$ cat config.mk
export PLATFORM = sky130hd
export DESIGN_NAME = mem_dump
export DESIGN_NICKNAME = d
export VERILOG_FILES = /design/src/rtl/mem_dump.sv
export SDC_FILE = /design/constraint.sdc
export NUM_CORES = 1
export LEC_CHECK = 0
export CAP_MARGIN = 20
export CELL_PAD_IN_SITES_DETAIL_PLACEMENT = 0
export CELL_PAD_IN_SITES_GLOBAL_PLACEMENT = 1
export CORE_ASPECT_RATIO = 1.4
export CORE_UTILIZATION = 32
export DETAILED_ROUTE_END_ITERATION = 10
export PLACE_DENSITY = 0.69
export RECOVER_POWER = 50
export SLEW_MARGIN = 0
export SYNTH_ARGS = -nofsm -noshare
export SYNTH_HDL_FRONTEND = slang
export SYNTH_SLANG_ARGS = --single-unit
export TNS_END_PERCENT = 100
$ cat constraint.sdc
create_clock -name clk -period 4.4 [get_ports clk]
set_clock_uncertainty 0.1 [all_clocks]
set_input_delay 0.44 -clock clk [delete_from_list [all_inputs] [get_ports clk]]
set_output_delay 0.44 -clock clk [all_outputs]
set_load 0.02 [all_outputs]
$ cat src/rtl/mem_dump.sv
// mem_dump: when the CPU is stopped, reads RAM 0x0-0xF over the debug port and streams
// "A:HL" hex lines out an 8N1 UART. Define MEM_DUMP_CRLF_EN for CR LF line endings (else LF).
module mem_dump #(
    parameter int unsigned CLKS_PER_BIT = 434
) (
    input  logic       clk,
    input  logic       nCLR,
    input  logic       start,
    input  logic       run,
    output logic [3:0] rd_addr,
    output logic       rd_en,
    input  logic [7:0] rd_data,
    output logic       txd,
    output logic       busy,
    output logic       done
);
    localparam int unsigned CntW = (CLKS_PER_BIT > 1) ? $clog2(CLKS_PER_BIT) : 1;
    localparam logic [CntW-1:0] CntLast = CntW'(CLKS_PER_BIT - 1);
`ifdef MEM_DUMP_CRLF_EN
    localparam logic [2:0] IdxLast = 3'd5;
`else
    localparam logic [2:0] IdxLast = 3'd4;
`endif

    typedef enum logic [2:0] {StIdle, StRead, StLatch, StSend, StDone} state_e;

    state_e          state_q, state_d;
    logic [3:0]      addr_q, addr_d;
    logic [7:0]      data_q, data_d;
    logic [2:0]      idx_q, idx_d;
    logic [3:0]      bit_q, bit_d;
    logic [CntW-1:0] cnt_q, cnt_d;
    logic            abort_q, abort_d;
    logic [7:0]      tx_byte;

    function automatic logic [7:0] hex_char(input logic [3:0] n);
        return (n < 4'd10) ? (8'h30 + {4'h0, n}) : (8'h37 + {4'h0, n});
    endfunction

    always_ff @(posedge clk or negedge nCLR) begin
        if (!nCLR) begin
            state_q <= StIdle;
        end else begin
            state_q <= state_d;
        end
    end

    always_ff @(posedge clk or negedge nCLR) begin
        if (!nCLR) begin
            addr_q  <= '0;
            data_q  <= '0;
            idx_q   <= '0;
            bit_q   <= '0;
            cnt_q   <= '0;
            abort_q <= 1'b0;
        end else begin
            addr_q  <= addr_d;
            data_q  <= data_d;
            idx_q   <= idx_d;
            bit_q   <= bit_d;
            cnt_q   <= cnt_d;
            abort_q <= abort_d;
        end
    end

    always_comb begin
        case (idx_q)
            3'd0:    tx_byte = hex_char(addr_q);
            3'd1:    tx_byte = 8'h3A;
            3'd2:    tx_byte = hex_char(data_q[7:4]);
            3'd3:    tx_byte = hex_char(data_q[3:0]);
`ifdef MEM_DUMP_CRLF_EN
            3'd4:    tx_byte = 8'h0D;
`endif
            default: tx_byte = 8'h0A;
        endcase
    end

    // Abort is sticky so a brief run pulse mid-frame still ends the dump at the stop bit.
    always_comb begin
        state_d = state_q;
        addr_d  = addr_q;
        data_d  = data_q;
        idx_d   = idx_q;
        bit_d   = bit_q;
        cnt_d   = cnt_q;
        abort_d = abort_q | run;
        case (state_q)
            StIdle: begin
                abort_d = 1'b0;
                if (start && !run) begin
                    state_d = StRead;
                    addr_d  = '0;
                end
            end
            StRead: state_d = abort_d ? StIdle : StLatch;
            StLatch: begin
                if (abort_d) begin
                    state_d = StIdle;
                end else begin
                    data_d  = rd_data;
                    idx_d   = '0;
                    bit_d   = '0;
                    cnt_d   = '0;
                    state_d = StSend;
                end
            end
            StSend: begin
                if (cnt_q == CntLast) begin
                    cnt_d = '0;
                    if (bit_q == 4'd9) begin
                        bit_d = '0;
                        if (abort_d) begin
                            state_d = StIdle;
                        end else if (idx_q == IdxLast) begin
                            if (addr_q == 4'hF) begin
                                state_d = StDone;
                            end else begin
                                addr_d  = addr_q + 4'd1;
                                state_d = StRead;
                            end
                        end else begin
                            idx_d = idx_q + 3'd1;
                        end
                    end else begin
                        bit_d = bit_q + 4'd1;
                    end
                end else begin
                    cnt_d = cnt_q + 1'b1;
                end
            end
            StDone:  state_d = StIdle;
            default: state_d = StIdle;
        endcase
    end

    always_comb begin
        rd_addr = addr_q;
        rd_en   = (state_q == StRead);
        busy    = (state_q == StRead) || (state_q == StLatch) || (state_q == StSend);
        done    = (state_q == StDone);
        txd     = 1'b1;
        if (state_q == StSend) begin
            if (bit_q == 4'd0) begin
                txd = 1'b0;
            end else if (bit_q == 4'd9) begin
                txd = 1'b1;
            end else begin
                txd = tx_byte[3'(bit_q - 4'd1)];
            end
        end
    end

endmodule

==> summary.md, run 1 <==
| Metric | Value |
|---|---|
| Result of the run | `finished, violations left` |
| Violations in the final reports | `max-capacitance violations, max-slew violations` |
| Final-report max-slew violation count | `33` |
| Clock latency reported for the late side of the worst-skew pair | `0.29 ns` |
| Count of flip-flops with a built-in enable after synthesis | `0` |
| Bufs and invs on worst path | `2` |
| Total power density per cell area | `573 mW/mm^2` |
| Routing usage on met2 | `27.4%` |
| Worst setup margin | `0.931 ns` |
| Total number of cells along the worst setup path | `9` |
| Worst setup timing slack at the placement stage | `1.23 ns` |
| Combined global-route utilization of all metal layers | `15.8%` |
| CTS HTree Levels | `2` |
| Summed instance area of the synthesized netlist | `0.00229 mm^2` |
| IR drop worst, VDD | `0.000240 V` |
| Vias in the first global route | `1957` |
| Total Routed Length | `5310 um` |
| Post-synthesis average cell area | `8.70 um^2` |
| Initial antenna violation count | `0` |
| Via count | `1936` |
| Sequential cell area fraction in the yosys report | `35.0%` |
| Average via count per standard cell | `5.22` |
| Post-route clock period utilization | `78.8%` |
| RSZ-0062 raised after global routing | `no` |
| Number of buffers added by the clock tree synthesis step | `5` |
| Die Span X | `73.5 um` |
| Full die area | `0.00750 mm^2` |
| Type of origin of the critical path | `flip-flop` |
| Antenna Violating Nets Remaining | `0` |
| WP data required | `3.86 ns` |
| Worst setup path category | `reg -> out` |
| Worst-path cell with the longest stage delay | `sky130_fd_sc_hd__clkdlybuf4s50_1` |
| Worst slew pin tran | `1.88 ns` |
| Worst setup EP type | `output port` |
| Top flip-flop cell by instance count after synthesis | `sky130_fd_sc_hd__dfrtp_1` |
| Fmax | `0.288 GHz` |
| Root Buffer Master | `sky130_fd_sc_hd__clkbuf_8` |
| Worst setup path startpoint | `bit_q[0]` |
| Final Hold Vio Count | `0` |
| Max-slew headroom | `-25.2%` |
| Max-Cap Viols | `1` |
| Post-synthesis sequential element count | `32` |
| Post-DR wirelength/cell | `14.3 um` |
| Total placed cells including tap cells | `363` |
| Final Wtd Congestion | `0.811` |
| Number of cells in the finished layout apart from fillers | `371` |
| Worst setup endpoint | `txd` |
| Largest net degree at the start of global routing | `33` |
| Share of the synthesized area in the top cell type | `35.0%` |
| Post-CTS Repair Setup Buffers | `0` |
| Hold buffers post-CTS | `0` |
| Count of warnings emitted by yosys | `0` |
| Total overflow reported by the global router | `0` |
| Initial core utilization | `33.0%` |
| Endpoint of the most critical register-to-register path | `bit_q[3]` |
| Post-layout instance area | `0.00265 mm^2` |
| Distinct cell type count of the synthesized netlist | `54` |
| Final antenna diode count | `0` |
| Critical path, cell by cell | `inv_1 > ha_1 > nand2b_1 > a221o_1 > o211ai_2 > a211oi_2 > a311oi_1 > a21oi_1 > clkdlybuf4s50_1` |
| Largest delay contributor family on the critical path | `compound AO/OA/AOI/OAI gates` |
| Boundary pin count | `20` |
| R2R Setup Slk | `2.10 ns` |
| Post-detail-place hpwl | `3770 um` |
| Number of buffer cells added on primary ports | `19` |
| LEAKAGE | `1.12 nW` |
| Y dimension of the die | `102 um` |
| Count of cells resized by post-cts repair | `0` |
| Min Tclk post-route | `3.47 ns` |
| Class of the worst hold path | `reg -> reg` |
| Clock tree buffer depth | `2` |
| Critical-path maximum fanout | `11` |
| Data arrival time at the worst-slack endpoint | `2.93 ns` |
| Core region area | `0.00694 mm^2` |
| Drt initial violations | `78` |
| Global routing's busiest layer | `met2` |
| Cell types occupying the most area after synthesis | `sky130_fd_sc_hd__dfrtp_1 (35%), sky130_fd_sc_hd__ha_1 (7.7%), sky130_fd_sc_hd__o21ai_0 (7.2%)` |
| Async set or reset register ratio after synthesis | `100%` |
| Layout overhead on the synthesized area | `15.6%` |
| Wire length of the first global-routing pass | `9170 um` |
| Final setup violation count | `0` |
| DRC errors left | `0` |
| Cell type with the largest total area after synthesis | `sky130_fd_sc_hd__dfrtp_1` |
| Met1 global-route usage | `18.7%` |
| Total cell area at the placement stage | `0.00252 mm^2` |
| Worst Reg-to-Reg Cells | `6` |
| Layout cell share with drive strength beyond 1 | `7.61%` |
| Origin of the critical flop-to-flop path | `cnt_q[3]` |
| CTS sink cnt | `32` |
| Clock slew seen by the registers of the worst setup and hold paths | `0.07 ns` |
| Summed negative setup slack over all endpoints | `0 ns` |
| Total nets after synthesis | `289` |
| Post-synthesis cell count | `263` |
| Global-route met3 utilization | `3.16%` |
| TritonCTS clock tree | `built` |
| Detailed Routing Iterations Pass 1 | `4` |
| Count of standard-cell rows | `36` |
| Net total in the final layout | `301` |
| Slowest Stage Delay on Critical Path | `0.54 ns` |
[layout by cell type (no fill, tap or decap), types with 3 or more instances in the layout]
cell / n
sky130_fd_sc_hd__nand3_1: 10
sky130_fd_sc_hd__a31oi_1: 3
sky130_fd_sc_hd__o31ai_1: 5
sky130_fd_sc_hd__ha_1: 14
sky130_fd_sc_hd__clkdlybuf4s50_1: 16
sky130_fd_sc_hd__clkbuf_8: 7
sky130_fd_sc_hd__and3_1: 4
sky130_fd_sc_hd__a21o_1: 3
sky130_fd_sc_hd__nor3_1: 5
sky130_fd_sc_hd__a21oi_1: 8
sky130_fd_sc_hd__o21ai_0: 33
sky130_fd_sc_hd__or3_1: 3
sky130_fd_sc_hd__nor2b_1: 7
sky130_fd_sc_hd__o21ai_1: 3
sky130_fd_sc_hd__nand2_1: 26
sky130_fd_sc_hd__nor2_1: 16
sky130_fd_sc_hd__dfrtp_1: 32
sky130_fd_sc_hd__o211ai_1: 5
sky130_fd_sc_hd__inv_1: 16
sky130_fd_sc_hd__mux2_2: 4
sky130_fd_sc_hd__nand2b_1: 7
sky130_fd_sc_hd__xnor2_1: 3
sky130_fd_sc_hd__dlygate4sd3_1: 3
sky130_fd_sc_hd__and4b_1: 4
[cell usage after synthesis, drive strengths merged, types with 3 or more instances]
library cell and instances:
buf 10, o21ai 37, a31oi 3, clkbuf 5, nand3 11, a21oi 9
xnor2 3, nor2b 7, and3 4, dfrtp 32, nor2 16, nand2 27
or3 3, o211ai 6, nand2b 7, o31ai 5, mux2 4, nor3 6
ha 14, and4b 4, inv 16, a21o 3
[cell type report]
| cell class | count | area [um^2] |
|---|---|---|
| sequential | 32 | 801 |
| timing repair buffer | 20 | 194 |
| inverter | 16 | 60.1 |
| fill | 757 | 4290 |
| tap | 95 | 119 |
| clock inverter | 1 | 30.0 |
| clock buffer | 7 | 96.3 |
| multi-input combinational | 200 | 1350 |
[sequential cells by signal (all words and copies together) (netlist names)]
signal / flops
bit_q: 4
rd_addr: 4
abort_q: 1
data_q: 8
cnt_q: 9
idx_q: 3
state_q: 3
[cell families after synthesis]
group / synth area share [%]
AOI/OAI and AO/OA: 23.0
and+or+nand+nor: 24.3
muxes: 2.41
adders and majority gates: 7.65
buffers and inverters: 6.12
xor gates and xnor gates: 1.53
DFF: 35.0
[through the flow]
step           power [mW]  util, %  hold slack, ns
3_3_place_gp         1.20     36.4           0.376
3_5_place_dp         1.21     36.4           0.386
4_1_cts              1.54     38.2           0.406
2_1_floorplan        1.03        -          0.0444
6_report             1.52     38.1           0.402
5_1_grt              1.65     38.1           0.450
[worst min path at each step]
stage | depth (start not counted) | endpoint | from | slack [ns]
floorplan | 0 | abort_q | nCLR | 0.04
global placement | 1 | cnt_q[8] | cnt_q[8] | 0.38
detailed placement | 1 | cnt_q[8] | cnt_q[8] | 0.39
CTS | 1 | cnt_q[8] | cnt_q[8] | 0.41
global route | 1 | cnt_q[8] | cnt_q[8] | 0.45
finish | 1 | cnt_q[5] | cnt_q[5] | 0.40
[per-layer routing]
layer	part of all wire [%]	wire (um)
met1	45	2380
met2	50	2650
met3	2.4	130
met4	2.8	148
met5	0	0
[power breakdown]
group | leakage (nW) | switching [mW] | internal (mW) | total, mW
combinational | 0.634 | 0.396 | 0.300 | 0.696
sequential | 0.420 | 0.125 | 0.375 | 0.500
clock | 0.0645 | 0.120 | 0.200 | 0.320
(Power assumes the default switching activity.)
==> run 2, diff against run 1 <==
==> constraint.sdc (replaced) <==
create_clock -name clk -period 3.2 [get_ports clk]
set_clock_uncertainty 0.1 [all_clocks]
set_input_delay 0.32 -clock clk [delete_from_list [all_inputs] [get_ports clk]]
set_output_delay 0.32 -clock clk [all_outputs]
set_load 0.02 [all_outputs]
==> run 2 against run 1 <==
Against the previous run:
- the flow still finishes with violations (max-capacitance violations, max-slew violations)
- via count is 0.15% lower
- final cell count is 1.1% higher
- non-clock buffer count rose by 4
- first-iteration DRC count increased by 73%
- core utilization up 0.20 points
- power rose by 33%
- critical path depth unchanged
- sequential power increased by 35%
- count of clock-buffer cells in the layout is 1 lower
- clock power up 5%
- largest cell class unchanged
==> summary.md, run 2 (synthesized netlist as in run 1, its figures left out) <==
| Metric | Value |
|---|---|
| Clock slew seen by the registers of the worst setup and hold paths | `0.08 ns (about the same)` |
| Initial core utilization | `33.0% (unchanged)` |
| Relative contribution of the clock network to total power | `16.7% (-4.4 points)` |
| Count of standard-cell rows | `36 (unchanged)` |
| RSZ-0062 raised after global routing | `no` |
| CTS sink cnt | `32 (unchanged)` |
| Final-report max-slew violation count | `33 (unchanged)` |
| Clock latency reported for the late side of the worst-skew pair | `0.28 ns (about the same)` |
| Detailed Routing Iterations Pass 1 | `4 (unchanged)` |
| Worst setup EP type | `output port` |
| Summed negative setup slack over all endpoints | `0 ns (unchanged)` |
| Final setup violation count | `0 (unchanged)` |
| Proportion of total power due to net switching | `44.3% (+2.0 points)` |
| Boundary pin count | `20 (unchanged)` |
| Registers with the most flip-flops | `cnt_q x9, data_q x8` |
| WP data required | `2.78 ns (-1.08 ns)` |
| Internal power of the cells | `1.12 mW (+28%)` |
| Net total in the final layout | `305 (+1.3%)` |
| Max-slew headroom | `-21.6% (+3.6 points)` |
| Final Hold Vio Count | `0 (unchanged)` |
| Leading cell type in the layout, fill and taps excluded | `sky130_fd_sc_hd__o21ai_0` |
| Total Routed Length | `5290 um (-0.34%)` |
| TritonCTS clock tree | `built` |
| Fill cell count | `771 (+1.8%)` |
| Number of buffer cells added on primary ports | `19 (unchanged)` |
| Result of the run | `finished, violations left` |
| Worst hold margin | `0.413 ns (+0.0102 ns)` |
| Via count | `1933 (-0.15%)` |
| Flip-flop count of the largest register after layout | `9 (unchanged)` |
| Vias in the first global route | `1877 (-4.1%)` |
| Antenna Violating Nets Remaining | `0 (unchanged)` |
| Top routing layer in use | `met4` |
| Average via count per standard cell | `5.15 (-1.2%)` |
| Min Tclk post-route | `2.79 ns` |
| Finished Core Util | `38.3% (+0.20 points)` |
| Core region area | `0.00694 mm^2 (unchanged)` |
| IR drop worst, VDD | `0.000241 V (+0.33%)` |
| Final antenna diode count | `0 (unchanged)` |
| Root Buffer Master | `sky130_fd_sc_hd__clkbuf_8` |
| Type of origin of the critical path | `flip-flop` |
| Layout cell share with drive strength beyond 1 | `10.7% (+3.1 points)` |
| Final Wtd Congestion | `0.838 (+3.3%)` |
| Largest net degree at the start of global routing | `33 (unchanged)` |
| Fmax | `0.359 GHz` |
| Clock tree buffer depth | `2 (unchanged)` |
| Y dimension of the die | `102 um (unchanged)` |
| Post-detail-place hpwl | `3830 um (+1.4%)` |
| Share of power burned in registers | `33.6% (+0.6 points)` |
| Switching Power | `892 uW (+39%)` |
| CTS HTree Levels | `2 (unchanged)` |
| LEAKAGE | `1.13 nW (+0.76%)` |
| Total overflow reported by the global router | `0 (unchanged)` |
| Full die area | `0.00750 mm^2 (unchanged)` |
| Die Span X | `73.5 um (unchanged)` |
| Register bank with the most flops | `cnt_q` |
| Drt initial violations | `135 (+73%)` |
| Layout overhead on the synthesized area | `16.2%` |
| Detailed-route wire length on metal 1 | `2460 um (+3.1%)` |
| Max-Cap Viols | `1 (unchanged)` |
| Wire length of the first global-routing pass | `9020 um (-1.7%)` |
| Violations in the final reports | `max-capacitance violations, max-slew violations` |
| Met3 WL post-DR | `120 um (-7.7%)` |
| Number of buffers added by the clock tree synthesis step | `5 (unchanged)` |
| Total power density per cell area | `757 mW/mm^2 (+32%)` |
| Combined global-route utilization of all metal layers | `15.5% (-0.37 points)` |
| Class of the worst hold path | `reg -> reg` |
| Worst slew pin tran | `1.82 ns (-0.0535 ns)` |
| Top library cells by usage in the layout, fill and taps aside | `sky130_fd_sc_hd__o21ai_0 (32), sky130_fd_sc_hd__dfrtp_1 (31), sky130_fd_sc_hd__nand2_1 (26)` |
| Worst setup path category | `reg -> out` |
| Combinational fraction of design power | `49.8% (+3.9 points)` |
| Critical-path maximum fanout | `11 (unchanged)` |
| Initial antenna violation count | `0 (unchanged)` |
| DRC errors left | `0 (unchanged)` |
| Post-route clock period utilization | `87.1%` |
| Detail Route met2 WL | `2660 um (+0.49%)` |
| Post-DR wirelength/cell | `14.1 um (-1.4%)` |
| Data arrival time at the worst-slack endpoint | `2.37 ns (-0.56 ns)` |
run 2: changes by cell type in the layout (fill, tap and decap cells not counted), moves of 2 or more:
cell                       before  now
sky130_fd_sc_hd__buf_4          0    3
sky130_fd_sc_hd__ha_2           0    3
sky130_fd_sc_hd__ha_1          14   11
sky130_fd_sc_hd__nor2b_1        7    5
sky130_fd_sc_hd__clkinv_2       0    2
run 2: repair_timing:
action	4_1_cts	5_1_grt
setup buffers	0	0
endpoints found under the setup margin	1	1
resized for setup	3	6
hold buffers	0	0
run 2: metal layers:
metal / global-route usage, % / up-vias
met5: 0 / -
met4: 4.88 / 0
met3: 3.06 / 4
met2: 27.0 / 24
met1: 18.9 / 930
li1: - / 975
run 2: power by group through the flow:
stage / registers [mW] / logic (mW) / clock network [mW]
finish: 0.676 / 1.00 / 0.336
global route: 0.704 / 1.13 / 0.364
global placement: 0.681 / 1.00 / 0
detailed placement: 0.684 / 1.00 / 0
CTS: 0.678 / 1.01 / 0.348
floorplan: 0.616 / 0.805 / 0
run 2: final timing paths:
kind                            endpoint  cells past startpoint  startpoint  slack, ns
min in group asynchronous       bit_q[0]                      2        nCLR       0.96
worst max-delay path                 txd                      9    bit_q[1]       0.41
worst max register to register  bit_q[3]                      6    cnt_q[3]       0.88
max in group asynchronous       idx_q[2]                      2        nCLR       0.85
worst min-delay path            cnt_q[5]                      1    cnt_q[5]       0.41
worst min register to register  cnt_q[5]                      1    cnt_q[5]       0.41
run 2: cell type report:
cell class              instances  area, um^2  area share, %
clock buffers                   6        82.6           3.11
clock inverters                 2        10.0          0.376
inverters                      16        60.1           2.26
multi-input cells             200        1360           51.2
flip-flops and latches         32         802           30.2
well taps                      95         119           4.47
repair buffers                 24         223           8.38
run 2: worst max-delay path, stage by stage (launching register included):
cell and delay [ns]:
sky130_fd_sc_hd__dfrtp_1 0.39, sky130_fd_sc_hd__inv_1 0.08, sky130_fd_sc_hd__ha_2 0.45, sky130_fd_sc_hd__nand2b_1 0.08, sky130_fd_sc_hd__a221o_1 0.27, sky130_fd_sc_hd__o211ai_2 0.17
sky130_fd_sc_hd__a211oi_2 0.08, sky130_fd_sc_hd__a311oi_1 0.26, sky130_fd_sc_hd__a21oi_1 0.10, sky130_fd_sc_hd__dlymetal6s2s_1 0.21
run 2: per-stage QoR:
stage          setup WS (ns)  power (mW)  cells  area (um^2)
2_1_floorplan          0.613        1.42    263         2290
6_report               0.413        2.01    375         2660
5_1_grt                0.267        2.19    375         2660
3_5_place_dp           0.236        1.69    367         2550
4_1_cts              0.00715        2.03    375         2650
3_3_place_gp           0.279        1.68    367         2550
